[config.mk]
export PLATFORM = sky130hd
export DESIGN_NAME = fp_unpack_bits_flat
export DESIGN_NICKNAME = d
export VERILOG_FILES = /design/src/rtl/fp_pkg.sv /design/src/rtl/fp_unpack_bits_if.sv /design/src/rtl/fp_lzc24.sv /design/src/rtl/fp_unpack_bits.sv /design/src/flat_wrapper.sv
export SDC_FILE = /design/constraint.sdc
export NUM_CORES = 1
export LEC_CHECK = 0
export CAP_MARGIN = 20
export CORE_ASPECT_RATIO = 0.7
export CORE_MARGIN = 4
export CORE_UTILIZATION = 65
export CTS_BUF_LIST = sky130_fd_sc_hd__clkbuf_4
export DETAILED_ROUTE_END_ITERATION = 6
export DONT_BUFFER_PORTS = 1
export HOLD_SLACK_MARGIN = 0.1
export MAX_ROUTING_LAYER = met4
export PLACE_DENSITY_LB_ADDON = 0.1
export SYNTH_ARGS = -nofsm -noshare
export SYNTH_HDL_FRONTEND = slang
export SYNTH_SLANG_ARGS = --single-unit
[constraint.sdc]
create_clock -name clk -period 6.72 [get_ports clk]
set_input_delay 1.008 -clock clk [delete_from_list [all_inputs] [get_ports clk]]
set_output_delay 1.008 -clock clk [all_outputs]
set_load 0.005 [all_outputs]
[src/rtl/fp_pkg.sv]
// Shared IEEE-754 single-precision definitions for the unpack/pack datapaths.
package fp_pkg;

  localparam int unsigned      FP_BIAS    = 127;
  localparam int unsigned      FP_EXP_MAX = 255;
  localparam logic signed [9:0] FP_E_SUB  = -10'sd126;
  localparam logic signed [9:0] FP_E_INF  = 10'sd128;

  typedef enum logic [2:0] {ZERO, SUB, NORM, INF, NAN} fp_class_t;

  typedef struct packed {
    logic       s;
    logic [9:0] e;
    logic [23:0] m;
  } fp_unpacked_t;

  function automatic fp_class_t fp_classify(input logic [7:0] exp_f, input logic [22:0] frac_f);
    if (exp_f == '0) return (frac_f == '0) ? ZERO : SUB;
    if (exp_f == 8'(FP_EXP_MAX)) return (frac_f == '0) ? INF : NAN;
    return NORM;
  endfunction

endpackage

[src/rtl/fp_unpack_bits_if.sv]
// Valid/ready input word and unpacked result bundle of fp_unpack_bits.
interface fp_unpack_bits_if;

  logic        in_valid;
  logic        in_ready;
  logic [31:0] n;
  logic        out_valid;
  logic        out_ready;
  logic [23:0] n_m;
  logic [9:0]  n_e;
  logic        n_s;
  logic        is_zero;
  logic        is_sub;
  logic        is_inf;
  logic        is_nan;

  modport master (
    output in_valid, n, out_ready,
    input  in_ready, out_valid, n_m, n_e, n_s, is_zero, is_sub, is_inf, is_nan
  );

  modport slave (
    input  in_valid, n, out_ready,
    output in_ready, out_valid, n_m, n_e, n_s, is_zero, is_sub, is_inf, is_nan
  );

endinterface

[src/rtl/fp_lzc24.sv]
// Leading-zero count of a 24-bit vector; all-zero input yields 24.
module fp_lzc24 (
  input  logic [23:0] vec_i,
  output logic [4:0]  cnt_o
);

  // Ascending scan: the highest set bit is the last one to write the count.
  always_comb begin
    cnt_o = 5'd24;
    for (int i = 0; i < 24; i++) begin
      if (vec_i[i]) cnt_o = 5'(23 - i);
    end
  end

endmodule

[src/rtl/fp_unpack_bits.sv]
// Two-stage single-precision unpacker: S1 splits and classifies, S2 normalizes and registers.
module fp_unpack_bits
  import fp_pkg::*;
#(
  parameter bit NORMALIZE = 1'b1
) (
  input logic            clk,
  input logic            rst_n,
  fp_unpack_bits_if.slave bus
);

  logic         s1_valid_q;
  logic         s1_s_q;
  logic [7:0]   s1_exp_q;
  logic [22:0]  s1_frac_q;
  fp_class_t    s1_class_q;

  logic         s2_valid_q;
  fp_unpacked_t s2_q, s2_d;
  logic [3:0]   s2_flags_q, s2_flags_d;  // {zero, sub, inf, nan}

  logic         s1_advance;
  logic         in_fire;
  logic [23:0]  frac_ext;
  logic [4:0]   lz;

  assign s1_advance   = !s2_valid_q || bus.out_ready;
  assign bus.in_ready = !s1_valid_q || s1_advance;
  assign in_fire      = bus.in_valid && bus.in_ready;

  always_ff @(posedge clk or negedge rst_n) begin
    if (!rst_n) begin
      s1_valid_q <= 1'b0;
      s1_s_q     <= 1'b0;
      s1_exp_q   <= '0;
      s1_frac_q  <= '0;
      s1_class_q <= ZERO;
    end else begin
      if (bus.in_ready) s1_valid_q <= bus.in_valid;
      if (in_fire) begin
        s1_s_q     <= bus.n[31];
        s1_exp_q   <= bus.n[30:23];
        s1_frac_q  <= bus.n[22:0];
        s1_class_q <= fp_classify(bus.n[30:23], bus.n[22:0]);
      end
    end
  end

  assign frac_ext = {1'b0, s1_frac_q};

  fp_lzc24 u_lzc (
    .vec_i (frac_ext),
    .cnt_o (lz)
  );

  always_comb begin
    s2_d.s     = s1_s_q;
    s2_d.m     = frac_ext;
    s2_d.e     = FP_E_SUB;
    s2_flags_d = 4'b0000;
    unique case (s1_class_q)
      NORM: begin
        s2_d.m = {1'b1, s1_frac_q};
        s2_d.e = {2'b00, s1_exp_q} - 10'(FP_BIAS);
      end
      ZERO: begin
        s2_d.m     = '0;
        s2_flags_d = 4'b1000;
      end
      SUB: begin
        s2_flags_d = 4'b0100;
        if (NORMALIZE) begin
          s2_d.m = frac_ext << lz;
          s2_d.e = FP_E_SUB - 10'(lz);
        end
      end
      INF: begin
        s2_d.m     = '0;
        s2_d.e     = FP_E_INF;
        s2_flags_d = 4'b0010;
      end
      NAN: begin
        s2_d.e     = FP_E_INF;
        s2_flags_d = 4'b0001;
      end
      default: ;
    endcase
  end

  always_ff @(posedge clk or negedge rst_n) begin
    if (!rst_n) begin
      s2_valid_q <= 1'b0;
      s2_q       <= '0;
      s2_flags_q <= '0;
    end else if (s1_advance) begin
      s2_valid_q <= s1_valid_q;
      if (s1_valid_q) begin
        s2_q       <= s2_d;
        s2_flags_q <= s2_flags_d;
      end
    end
  end

  assign bus.out_valid = s2_valid_q;
  assign bus.n_m       = s2_q.m;
  assign bus.n_e       = s2_q.e;
  assign bus.n_s       = s2_q.s;
  assign bus.is_zero   = s2_flags_q[3];
  assign bus.is_sub    = s2_flags_q[2];
  assign bus.is_inf    = s2_flags_q[1];
  assign bus.is_nan    = s2_flags_q[0];

endmodule

[src/flat_wrapper.sv]
// flat-port wrapper written by rule: the top's interface ports become plain ports
module fp_unpack_bits_flat import fp_pkg::*;
#(
  parameter bit NORMALIZE = 1'b1
)
  (clk, rst_n, bus_in_valid, bus_n, bus_out_ready, bus_in_ready, bus_out_valid, bus_n_m, bus_n_e, bus_n_s, bus_is_zero, bus_is_sub, bus_is_inf, bus_is_nan);
  fp_unpack_bits_if bus_i ();
  input logic clk;
  input logic rst_n;
  input wire logic [$bits(bus_i.in_valid)-1:0] bus_in_valid;
  input wire logic [$bits(bus_i.n)-1:0] bus_n;
  input wire logic [$bits(bus_i.out_ready)-1:0] bus_out_ready;
  output wire logic [$bits(bus_i.in_ready)-1:0] bus_in_ready;
  output wire logic [$bits(bus_i.out_valid)-1:0] bus_out_valid;
  output wire logic [$bits(bus_i.n_m)-1:0] bus_n_m;
  output wire logic [$bits(bus_i.n_e)-1:0] bus_n_e;
  output wire logic [$bits(bus_i.n_s)-1:0] bus_n_s;
  output wire logic [$bits(bus_i.is_zero)-1:0] bus_is_zero;
  output wire logic [$bits(bus_i.is_sub)-1:0] bus_is_sub;
  output wire logic [$bits(bus_i.is_inf)-1:0] bus_is_inf;
  output wire logic [$bits(bus_i.is_nan)-1:0] bus_is_nan;
  assign bus_i.in_valid = bus_in_valid;
  assign bus_i.n = bus_n;
  assign bus_i.out_ready = bus_out_ready;
  assign bus_in_ready = bus_i.in_ready;
  assign bus_out_valid = bus_i.out_valid;
  assign bus_n_m = bus_i.n_m;
  assign bus_n_e = bus_i.n_e;
  assign bus_n_s = bus_i.n_s;
  assign bus_is_zero = bus_i.is_zero;
  assign bus_is_sub = bus_i.is_sub;
  assign bus_is_inf = bus_i.is_inf;
  assign bus_is_nan = bus_i.is_nan;
  fp_unpack_bits #(.NORMALIZE(NORMALIZE)) u_core (.clk(clk), .rst_n(rst_n), .bus(bus_i));
endmodule
==> results of run 1 <==
## power by group through the flow
| stage | Clock, mW | Combinational (mW) | Sequential, mW |
|---|---|---|---|
| after floorplan | 0 | 0.410 | 0.587 |
| after global placement | 0 | 0.456 | 0.658 |
| after detailed placement | 0 | 0.463 | 0.662 |
| after CTS | 0.282 | 0.465 | 0.654 |
| after global routing | 0.300 | 0.520 | 0.667 |
| final | 0.282 | 0.482 | 0.657 |
## layout make-up
type / instances / area share, %
repair buffers: 3 / 0.442
clock inverters: 5 / 1.08
multi-input cells: 419 / 57.0
well taps: 98 / 2.40
inverters: 11 / 0.809
flip-flops and latches: 75 / 36.8
clock buffers: 10 / 1.47
## registers in the layout, summed over array words and instances (netlist names)
name                  flops
u_core.bus.n_m           24
u_core.s1_frac_q         23
u_core.bus.n_e            9
u_core.s1_exp_q           8
u_core.s2_flags_q         4
u_core.s1_class_q         3
u_core.bus.n_s            1
u_core.bus.out_valid      1
u_core.s1_s_q             1
u_core.s1_valid_q         1
## cells in the final DEF (no fill, tap or decap), types with 4 or more instances in the layout
master	Yosys	final
mux2_1	5	5
a31oi_1	7	7
a21oi_1	23	23
xor2_1	5	5
and3_1	5	5
clkbuf_4	0	10
or3_1	5	5
a22o_1	5	5
nand3_1	9	9
nand2b_1	5	5
o31ai_1	4	4
inv_1	9	9
nor3_1	10	10
a221oi_2	4	4
o211ai_1	13	13
o21ai_0	34	34
a22oi_1	5	5
a221o_1	5	5
nand2_1	51	51
and2_1	4	4
nor2_1	54	54
nand4_1	6	6
mux2_2	38	38
mux2i_1	31	31
dfrtp_1	75	75
o21ai_1	7	7
nor2b_1	9	9
a221oi_1	12	12
nor4_1	9	9
## logic make-up (layout without fill, tap and decap cells)
| group | Yosys count | count (layout) | share of synthesized area [%] |
|---|---|---|---|
| AOI/OAI and AO/OA | 153 | 153 | 22.1 |
| xor gates and xnor gates | 8 | 8 | 1.39 |
| adders and majority gates | 2 | 2 | 0.495 |
| buffers and inverters | 55 | 29 | 5.25 |
| DFF | 75 | 75 | 37.2 |
| muxes | 74 | 74 | 15.7 |
| and+or+nand+nor | 182 | 182 | 17.9 |
## per-layer routing
metal | routed length, um | GRT usage (%) | vias up
met3 | 2080 | 12.0 | 54
met4 | 496 | 13.2 | 0
met2 | 6720 | 53.5 | 346
met5 | 0 | - | -
met1 | 6500 | 49.7 | 2131
li1 | - | - | 1984
## worst max-delay path, delay by kind of cell (launching register included)
| kind | cells | cell delay [ns] |
|---|---|---|
| simple gates | 2 | 1.53 |
| mux | 3 | 0.86 |
| compound gates | 3 | 0.71 |
| flops | 1 | 0.53 |
## per-stage QoR
stage	worst slack (ns)	utilization (%)	power [mW]	hold slack, ns	std cells
after floorplan	3.99	-	0.997	0.433	549
after global placement	3.19	67.0	1.11	0.488	606
after detailed placement	3.13	67.0	1.12	0.502	606
after CTS	3.08	68.8	1.40	0.211	621
after global routing	2.79	68.8	1.49	0.197	621
final	2.95	68.8	1.42	0.217	621
## final timing paths
check                                           from              endpoint  slack [ns]  depth (start not counted)
worst max-delay path             u_core.s1_frac_q[7]    u_core.bus.n_m[11]        2.95                          8
worst min-delay path                           rst_n   u_core.s1_frac_q[2]        0.22                          0
worst max register to register   u_core.s1_frac_q[7]    u_core.bus.n_m[11]        2.95                          8
worst min register to register  u_core.s2_flags_q[0]  u_core.s2_flags_q[0]        0.52                          2
max in group asynchronous                      rst_n  u_core.s1_frac_q[13]        6.36                          0
min in group clk                u_core.s2_flags_q[0]  u_core.s2_flags_q[0]        0.52                          2
==> impl_metrics.ini, run 1 <==
[outcome]
status = complete, no violations

[worst_setup_path]
critPathRequiredTime_ns = 7.05
crit_arrival_ns = 4.10
crit_path_max_fanout = 21
cpMostUsedCell = mux2i_1
critical_path.startpoint_type = register
cp_slowest_stage_delay_ns = 0.92
timing_worst_setup_path_type = reg -> reg
cp-end-kind = register
crit_path_cell_trace = or4_4 -> o2111ai_2 -> and3_1 -> mux2i_1 -> mux2i_1 -> mux2_2 -> a222oi_1 -> o21ai_1
cp_slowest_cell = and3_1

[synthesis]
count_of_yosys_warnings_during_synthesis = 0
synthArstFlopShare_pct = 100
postSynthAreaPerCell_um2 = 9.20
post-synth-top-area-cell = dfrtp_1
syn-instance-count = 549
synthesis.nets = 587
synth_seq_area_share_pct = 37.2
synth_top_cells_by_count = dfrtp_1, nor2_1, nand2_1
synth-edff-count = 0
synth.area.top_cells = dfrtp_1, mux2_2, mux2i_1, nor2_1, nand2_1
synth.top_cell.area_share_pct = 37.2
postSynthRegisterBits = 75
post_synth_instance_area_um2 = 5050
synth_cell_types = 72
ys.flop_type = dfrtp_1
yosysMostFrequentCell = dfrtp_1

[sta]
rsz_0062_raised_after_global_routing = false
clock_skew_ns = 0.0145
finalHoldViolCount = 0
timing.final.crit_period_ns = 3.77
slew-limit-headroom_pct = 28.0
worstMarginPinSlew_ns = 1.08
fin_tns_setup_ns = 0
final.period_utilization_pct = 56.2
maxSlewViolCount = 0
setup_viol_count_final = 0
fmax_mhz = 265

[cts]
postCtsSetupRepairBufs = 0
cts_inserted_buffers = 9
cts_buffer_depth = 2
tritoncts_num_sinks = 75
cts.reportedPaths.clkPinSlew_ns = 0.12
tritoncts = built
postCtsResizedCells = 0
clock_tree.root_cell = clkbuf_4
cts_hold_buf = 0
cts.htree.levels = 3
insertion_delay_ns = 0.47

[job]
drv_cap = 0

[grt]
grt_max_degree = 76
grt_pass1_wl_mm = 25.3
globalRouteOverflowTotal = 0
antenna_found_initial = 0
grt.total_usage_pct = 37.2
grt_pass1_vias = 4446

[placed_design]
port-buffer-count = 0
gpl.final_weighted_congestion = 1.01
dpl-instance-area_um2 = 4970
dpl.hpwl_mm = 11.5

[pwr]
cellInternalPower_mw = 0.835
netSwitchingFraction_pct = 41.2
leakagePower_nw = 2.02
worst_vdd_ir_mv = 0.222
power.net_switching_mw = 0.586
comb_power_share_pct = 33.9
pwr_density_cell_nw_per_um2 = 279
clock_power_share_pct = 19.9
share_seq_of_total_power_pct = 46.2

[detailed_routing]
drt-vias-per-instance = 7.27
ant_nets_after_route = 0
detailedRoute.firstPassIterationCount = 5
drt_iter0_markers = 710
vias = 4515
remaining_drc_errors = 0
wl_per_cell_um = 25.4
wl_mm = 15.8

[layout]
layout_cells_sized_above_1_pct = 14.7
regArea_um2 = 1880
num-nets-final = 557
fillerInstances = 601
multiInputGateArea_um2 = 2910
num_antenna_cells = 0
area_delta_synth_final_pct = 1.02
fin_area_um2 = 5100

[floorplan]
i_o_pin_count = 77
design.core.area_um2 = 7420
num_rows = 26
die_area_um2 = 9270
fp.dieH_um = 81.7
start_util_pct = 68.1
die_w_um = 113

[min_path]
min-delay-path-class = in -> async
Power figures use the tool's default switching activity.
==> run 2: changes to the inputs <==
clock period = 3.5 ns   (was 6.72 ns; I/O delays follow)
==> run 2 against run 1 <==
Compared with the run above:
- die area stayed put
- first-iteration DRC count is 11% lower
- sequential power grew 86%
- clock power up 120%
- wire length increased by 5.6%
- core utilization increased by 3.2 points
- global-route usage increased by 0.80 points
- highest routed layer unchanged
- sequential share of layout area down 1.6 points
- critical path depth rose by 2
- cell count grew 4.0%
- sequential cell count is the same
- hold slack worse by 0.042 ns
==> impl_metrics.ini, run 2 (synthesis gave the netlist of run 1 again) <==
[outcome]
status = complete, no violations

[worst_setup_path]
timing_worst_setup_path_type = reg -> reg
crit_path_cell_trace = nor4_4 -> o2111ai_2 -> and3_1 -> buf_4 -> buf_4 -> nor4_1 -> buf_4 -> a221oi_1 -> nor3_2 -> a211o_1
cp-end-kind = register
worstRegToRegCells = 10
capture_point_of_the_worst_reg_to_reg_path = u_core.bus.n_m[19]
cp_slowest_stage_delay_ns = 0.71
crit_path_max_fanout = 14
critical_path.startpoint_type = register
reg2reg_from = u_core.s1_frac_q[17]
cpMostUsedCell = buf_4
cp_slowest_cell = nor4_1
r2r_setup_slack_ns = 0.20
crit_arrival_ns = 3.70
critPathRequiredTime_ns = 3.90

[placed_design]
dpl-instance-area_um2 = 5140
dpl.hpwl_mm = 12.3
port-buffer-count = 0
gpl.final_weighted_congestion = 1.13

[layout]
commonest_cells_after_routing_fill_and_taps_aside = dfrtp_1, nor2_1, nand2_1
num-nets-final = 582
layout_commonest_cell = dfrtp_1
area_delta_synth_final_pct = 5.75
largest_register_ffs = 24
fin_area_um2 = 5340
num_antenna_cells = 0
layout_cells_sized_above_1_pct = 18.6

[sta]
clock_skew_ns = 0.0144
worstMarginPinSlew_ns = 0.805
whs_ns = 0.175
rsz_0062_raised_after_global_routing = false
finalHoldViolCount = 0
fin_tns_setup_ns = 0
setup_viol_count_final = 0
slew-limit-headroom_pct = 45.8
fmax_mhz = 303
maxSlewViolCount = 0
final.period_utilization_pct = 94.3
timing.final.crit_period_ns = 3.30

[grt]
grt_max_degree = 76
grt.total_usage_pct = 38.0
grt_pass1_wl_mm = 25.6
antenna_found_initial = 0
globalRouteOverflowTotal = 0
grt_pass1_vias = 4406

[detailed_routing]
remaining_drc_errors = 0
drt-vias-per-instance = 7.43
wl_mm = 16.7
vias = 4803
drt_iter0_markers = 634
ant_nets_after_route = 0
wl_per_cell_um = 25.8
detailedRoute.firstPassIterationCount = 6

[pwr]
netSwitchingFraction_pct = 40.6
clock_power_share_pct = 21.4
cellInternalPower_mw = 1.73
power.net_switching_mw = 1.19
leakagePower_nw = 2.17
pwr_density_cell_nw_per_um2 = 547
comb_power_share_pct = 36.7
share_seq_of_total_power_pct = 41.9
worst_vdd_ir_mv = 0.347

[floorplan]
die_area_um2 = 9270
die_w_um = 113
i_o_pin_count = 77
design.core.area_um2 = 7420
start_util_pct = 68.1
fp.dieH_um = 81.7
num_rows = 26

[cts]
cts_buffer_depth = 2
cts_hold_buf = 2
cts.htree.levels = 3
cts.reportedPaths.clkPinSlew_ns = 0.13
clock_tree.root_cell = clkbuf_4
tritoncts = built
tritoncts_num_sinks = 75
postCtsResizedCells = 0
postCtsSetupRepairBufs = 0
cts_inserted_buffers = 9
insertion_delay_ns = 0.46

[min_path]
hold_start = bus_in_valid
hold_path_end = u_core.s1_valid_q
min-delay-path-class = in -> reg
number_of_cells_traversed_by_the_worst_hold_path = 1

[job]
drv_cap = 0
-- run 2: changes by cell type in the layout (fill, tap and decap cells not counted), sizes merged --
cell,change
clkbuf,+1
clkinv,-2
buf,+24
dlygate4sd3,+1
bufinv,+1
-- run 2: final cells by class --
class	count	area [um2]
Clock buffer	11	82.6
Inverter	11	41.3
Sequential cell	75	1880
Fill cell	559	2080
Timing Repair Buffer	28	233
Tap cell	98	123
Clock inverter	4	76.3
Multi-Input combinational cell	419	2910
-- run 2: worst max path at each step --
stage / start / end / slack (ns)
after floorplan: u_core.s1_frac_q[4] / u_core.bus.n_e[4] / 0.77
after global routing: u_core.s1_frac_q[6] / u_core.bus.n_m[10] / 0.15
final: u_core.s1_frac_q[17] / u_core.bus.n_m[19] / 0.20
after detailed placement: u_core.s1_frac_q[5] / u_core.bus.n_m[10] / 0.36
after global placement: u_core.s1_frac_q[17] / u_core.bus.n_m[19] / 0.26
after CTS: u_core.s1_frac_q[6] / u_core.bus.n_m[10] / 0.33
-- run 2: metal layers --
metal	wire length (um)	GRT usage [%]	part of all wire, %	vias to the layer above
met5	0	-	0	-
met4	522	12.0	3.1	0
met3	2700	13.3	16	57
met2	6710	51.8	40	412
met1	6750	53.0	40	2298
li1	-	-	-	2036
-- run 2: power by group through the flow --
stage / Sequential (mW) / Clock [mW] / Combinational [mW]
global placement: 1.23 / 0 / 0.991
CTS: 1.22 / 0.628 / 1.02
floorplan: 1.13 / 0 / 0.787
detailed placement: 1.23 / 0 / 0.994
global route: 1.24 / 0.667 / 1.13
finish: 1.22 / 0.625 / 1.07
-- run 2: per-stage QoR --
stage | cells | worst slack [ns] | power (mW) | utilization (%)
6_report | 646 | 0.201 | 2.92 | 72.0
2_1_floorplan | 549 | 0.775 | 1.91 | -
3_3_place_gp | 629 | 0.260 | 2.22 | 69.3
5_1_grt | 646 | 0.146 | 3.04 | 72.0
3_5_place_dp | 629 | 0.362 | 2.23 | 69.3
4_1_cts | 646 | 0.329 | 2.87 | 72.0
-- run 2: worst max-delay path: cells and delay by family, from the launching register on --
kind                   cells  cell delay (ns)
flip-flops                 1             0.58
AND/OR/NAND/NOR            4             1.62
buffers and inverters      3             0.65
AO/OA/AOI/OAI              3             0.41
==> run 3: changes to the inputs <==
ABC_AREA = 1   (was not set)
SYNTH_HIERARCHICAL = 1   (was not set)
==> run 3 against run 2 <==
Compared with the run above:
- clock skew about the same
- worst setup slack got worse by 0.024 ns
- sequential power increased by 5%
- final area fell by 3.2%
- hold slack better by 0.063 ns
- synthesized area fell by 3.0%
- highest routed layer unchanged
- via count increased by 7.4%
- wire length is 6.2% lower
- cell count rose by 25%
==> impl_metrics.ini, run 3 <==
[synthesis]
postSynthRegisterBits = 75
count_of_yosys_warnings_during_synthesis = 6
ys.flop_type = dfrtp_1
synthArstFlopShare_pct = 100
synth_top_cells_by_count = nand2_1, nand3_1, dfrtp_1
syn-instance-count = 710
synth.top_cell.area_share_pct = 38.3
synth.area.top_cells = dfrtp_1, nand2_1, nand3_1, inv_1, o21ai_0
post-synth-top-area-cell = dfrtp_1
synth_seq_area_share_pct = 38.3
post_synth_instance_area_um2 = 4900
synth-edff-count = 0
yosysMostFrequentCell = nand2_1
synth_cell_types = 44
postSynthAreaPerCell_um2 = 6.90

[floorplan]
design.core.area_um2 = 7320
die_w_um = 112
die_area_um2 = 9010
fp.dieH_um = 80.6
i_o_pin_count = 77
start_util_pct = 66.9
num_rows = 26

[placed_design]
numPlacedInstances = 786
gpl.final_weighted_congestion = 1.03
dpl.hpwl_mm = 11.1
port-buffer-count = 0

[min_path]
number_of_cells_traversed_by_the_worst_hold_path = 2
min-delay-path-class = in -> reg

[detailed_routing]
drt_iter0_markers = 920
ant_nets_after_route = 0
detailedRoute.firstPassIterationCount = 7
drt-vias-per-instance = 6.39
vias = 5157
remaining_drc_errors = 0
wl_mm = 15.6
wl_per_cell_um = 19.4

[sta]
finalHoldViolCount = 0
final.period_utilization_pct = 94.9
timing.final.crit_period_ns = 3.32
setup_viol_count_final = 0
worstMarginPinSlew_ns = 0.949
clock_skew_ns = 0.0146
slew-limit-headroom_pct = 36.7
maxSlewViolCount = 0
fmax_mhz = 301

[worst_setup_path]
setup.worst_path.end = u_core/bus.n_m[23]
cp-end-kind = register
crit_arrival_ns = 3.71
capture_point_of_the_worst_reg_to_reg_path = u_core/bus.n_m[23]
worst_setup_path_startpoint = u_core/s1_frac_q[0]
worstRegToRegCells = 19
critPathRequiredTime_ns = 3.88
reg2reg_from = u_core/s1_frac_q[0]
r2r_setup_slack_ns = 0.18
crit_path_max_fanout = 7
timing_worst_setup_path_type = reg -> reg
critical_path.startpoint_type = register

[cts]
clock_tree.root_cell = clkbuf_4
cts.reportedPaths.clkPinSlew_ns = 0.14
tritoncts = built
cts.htree.levels = 3
insertion_delay_ns = 0.43
tritoncts_num_sinks = 75
cts_inserted_buffers = 9
cts_buffer_depth = 2

[layout]
largest_register_ffs = 24
area_delta_synth_final_pct = 5.54
num-nets-final = 742
final_util_pct = 70.6
commonest_cells_after_routing_fill_and_taps_aside = nand2_1, nand3_1, dfrtp_1
num_antenna_cells = 0
layout_commonest_cell = nand2_1
stdcell_count = 807
layout_cells_sized_above_1_pct = 9.87

[grt]
grt_pass1_vias = 4746
grt.total_usage_pct = 36.0
antenna_found_initial = 0
globalRouteOverflowTotal = 0
grt_pass1_wl_mm = 24.6
grt_max_degree = 76

[pwr]
leakagePower_nw = 2.58
worst_vdd_ir_mv = 0.292
pwr_density_cell_nw_per_um2 = 559

[job]
drv_cap = 0

[outcome]
status = complete, no violations
## run 3: changes by cell type in the layout (fill, tap and decap cells not counted), moves of 7 or more
cell / before / now
inv_2: 2 / 9
nand3_1: 9 / 108
nor2b_1: 9 / 0
o21ai_0: 34 / 48
mux2i_1: 31 / 0
nor4_1: 9 / 2
nor2_1: 54 / 37
mux2_2: 38 / 0
nand2_1: 51 / 221
buf_4: 26 / 10
a221oi_1: 12 / 0
inv_1: 9 / 70
## run 3: power breakdown
group          switching (mW)  internal [mW]  leakage (nW)
logic                   0.616          0.297          1.54
registers               0.236           1.04         0.932
clock network           0.327          0.372         0.101
total                    1.18           1.71          2.58
## run 3: worst max-delay path, cell delays in order (launching register included)
cell and delay (ns):
dfrtp_1 0.52, nor2_1 0.08, inv_1 0.07, a311oi_1 0.09, o31ai_1 0.25, nand2_1 0.09, nand2_1 0.08, nand2_1 0.05
nand3_1 0.08, a31oi_1 0.12, nor3_2 0.47, clkinvlp_4 0.31, buf_4 0.23, nand3_1 0.08, nand2_1 0.09, o21ai_1 0.26
nand3_1 0.14, nand3_1 0.14, nand2_1 0.05, nand2_1 0.08
## run 3: cells by family after synthesis
logic type	count (synthesis)	share of synthesized area, %
buffers and inverters	115	10.3
adder cells (fa/ha/maj)	2	0.511
AND/OR/NAND/NOR	400	36.2
flip-flops	75	38.3
other	1	0.0766
AO/OA/AOI/OAI	115	14.2
XOR/XNOR	2	0.358
## run 3: layout make-up
cell class / count / area, um2
clock inverters: 6 / 113
inverters: 82 / 322
clock buffers: 10 / 75.1
multi-input cells: 522 / 2530
repair inverters: 1 / 7.51
repair buffers: 13 / 124
fillers: 607 / 2150
flip-flops and latches: 75 / 1880
well taps: 98 / 123
## run 3: layer usage
layer,global-route usage (%),part of all wire [%],vias up
met4,9.60,2.1,0
met2,52.8,43,388
met3,10.5,14,50
met1,49.2,41,2395
met5,-,0,-
li1,-,-,2324
## run 3: how the worst min path moves through the flow
stage | slack [ns] | start | to
finish | 0.24 | bus_n[31] | u_core/s1_s_q
detailed placement | 0.23 | rst_n | u_core/bus.n_m[13]
CTS | 0.22 | bus_n[31] | u_core/s1_s_q
global route | 0.21 | bus_n[31] | u_core/s1_s_q
global placement | 0.23 | rst_n | u_core/bus.n_m[7]
floorplan | 0.23 | rst_n | u_core/bus.n_e[0]
## run 3: repair_timing
| action | in CTS | in global routing |
|---|---|---|
| endpoints found under the hold margin | 75 | 0 |
| setup buffers | 0 | 2 |
| resized for setup | 0 | 5 |
| hold buffers | 2 | 0 |
| setup endpoints to repair | 0 | 10 |
## run 3: per-stage QoR
step                      area (um2)  hold slack [ns]  TNS (ns)  setup slack, ns  power (mW)
after floorplan                 4900            0.229         0             1.02        1.88
final                           5170            0.238         0            0.177        2.89
after detailed placement        4910            0.231         0            0.288        2.13
after global routing            5170            0.211   -0.0219          -0.0219        3.07
after global placement          4910            0.231         0            0.436        2.10
after CTS                       5140            0.217         0            0.239        2.86
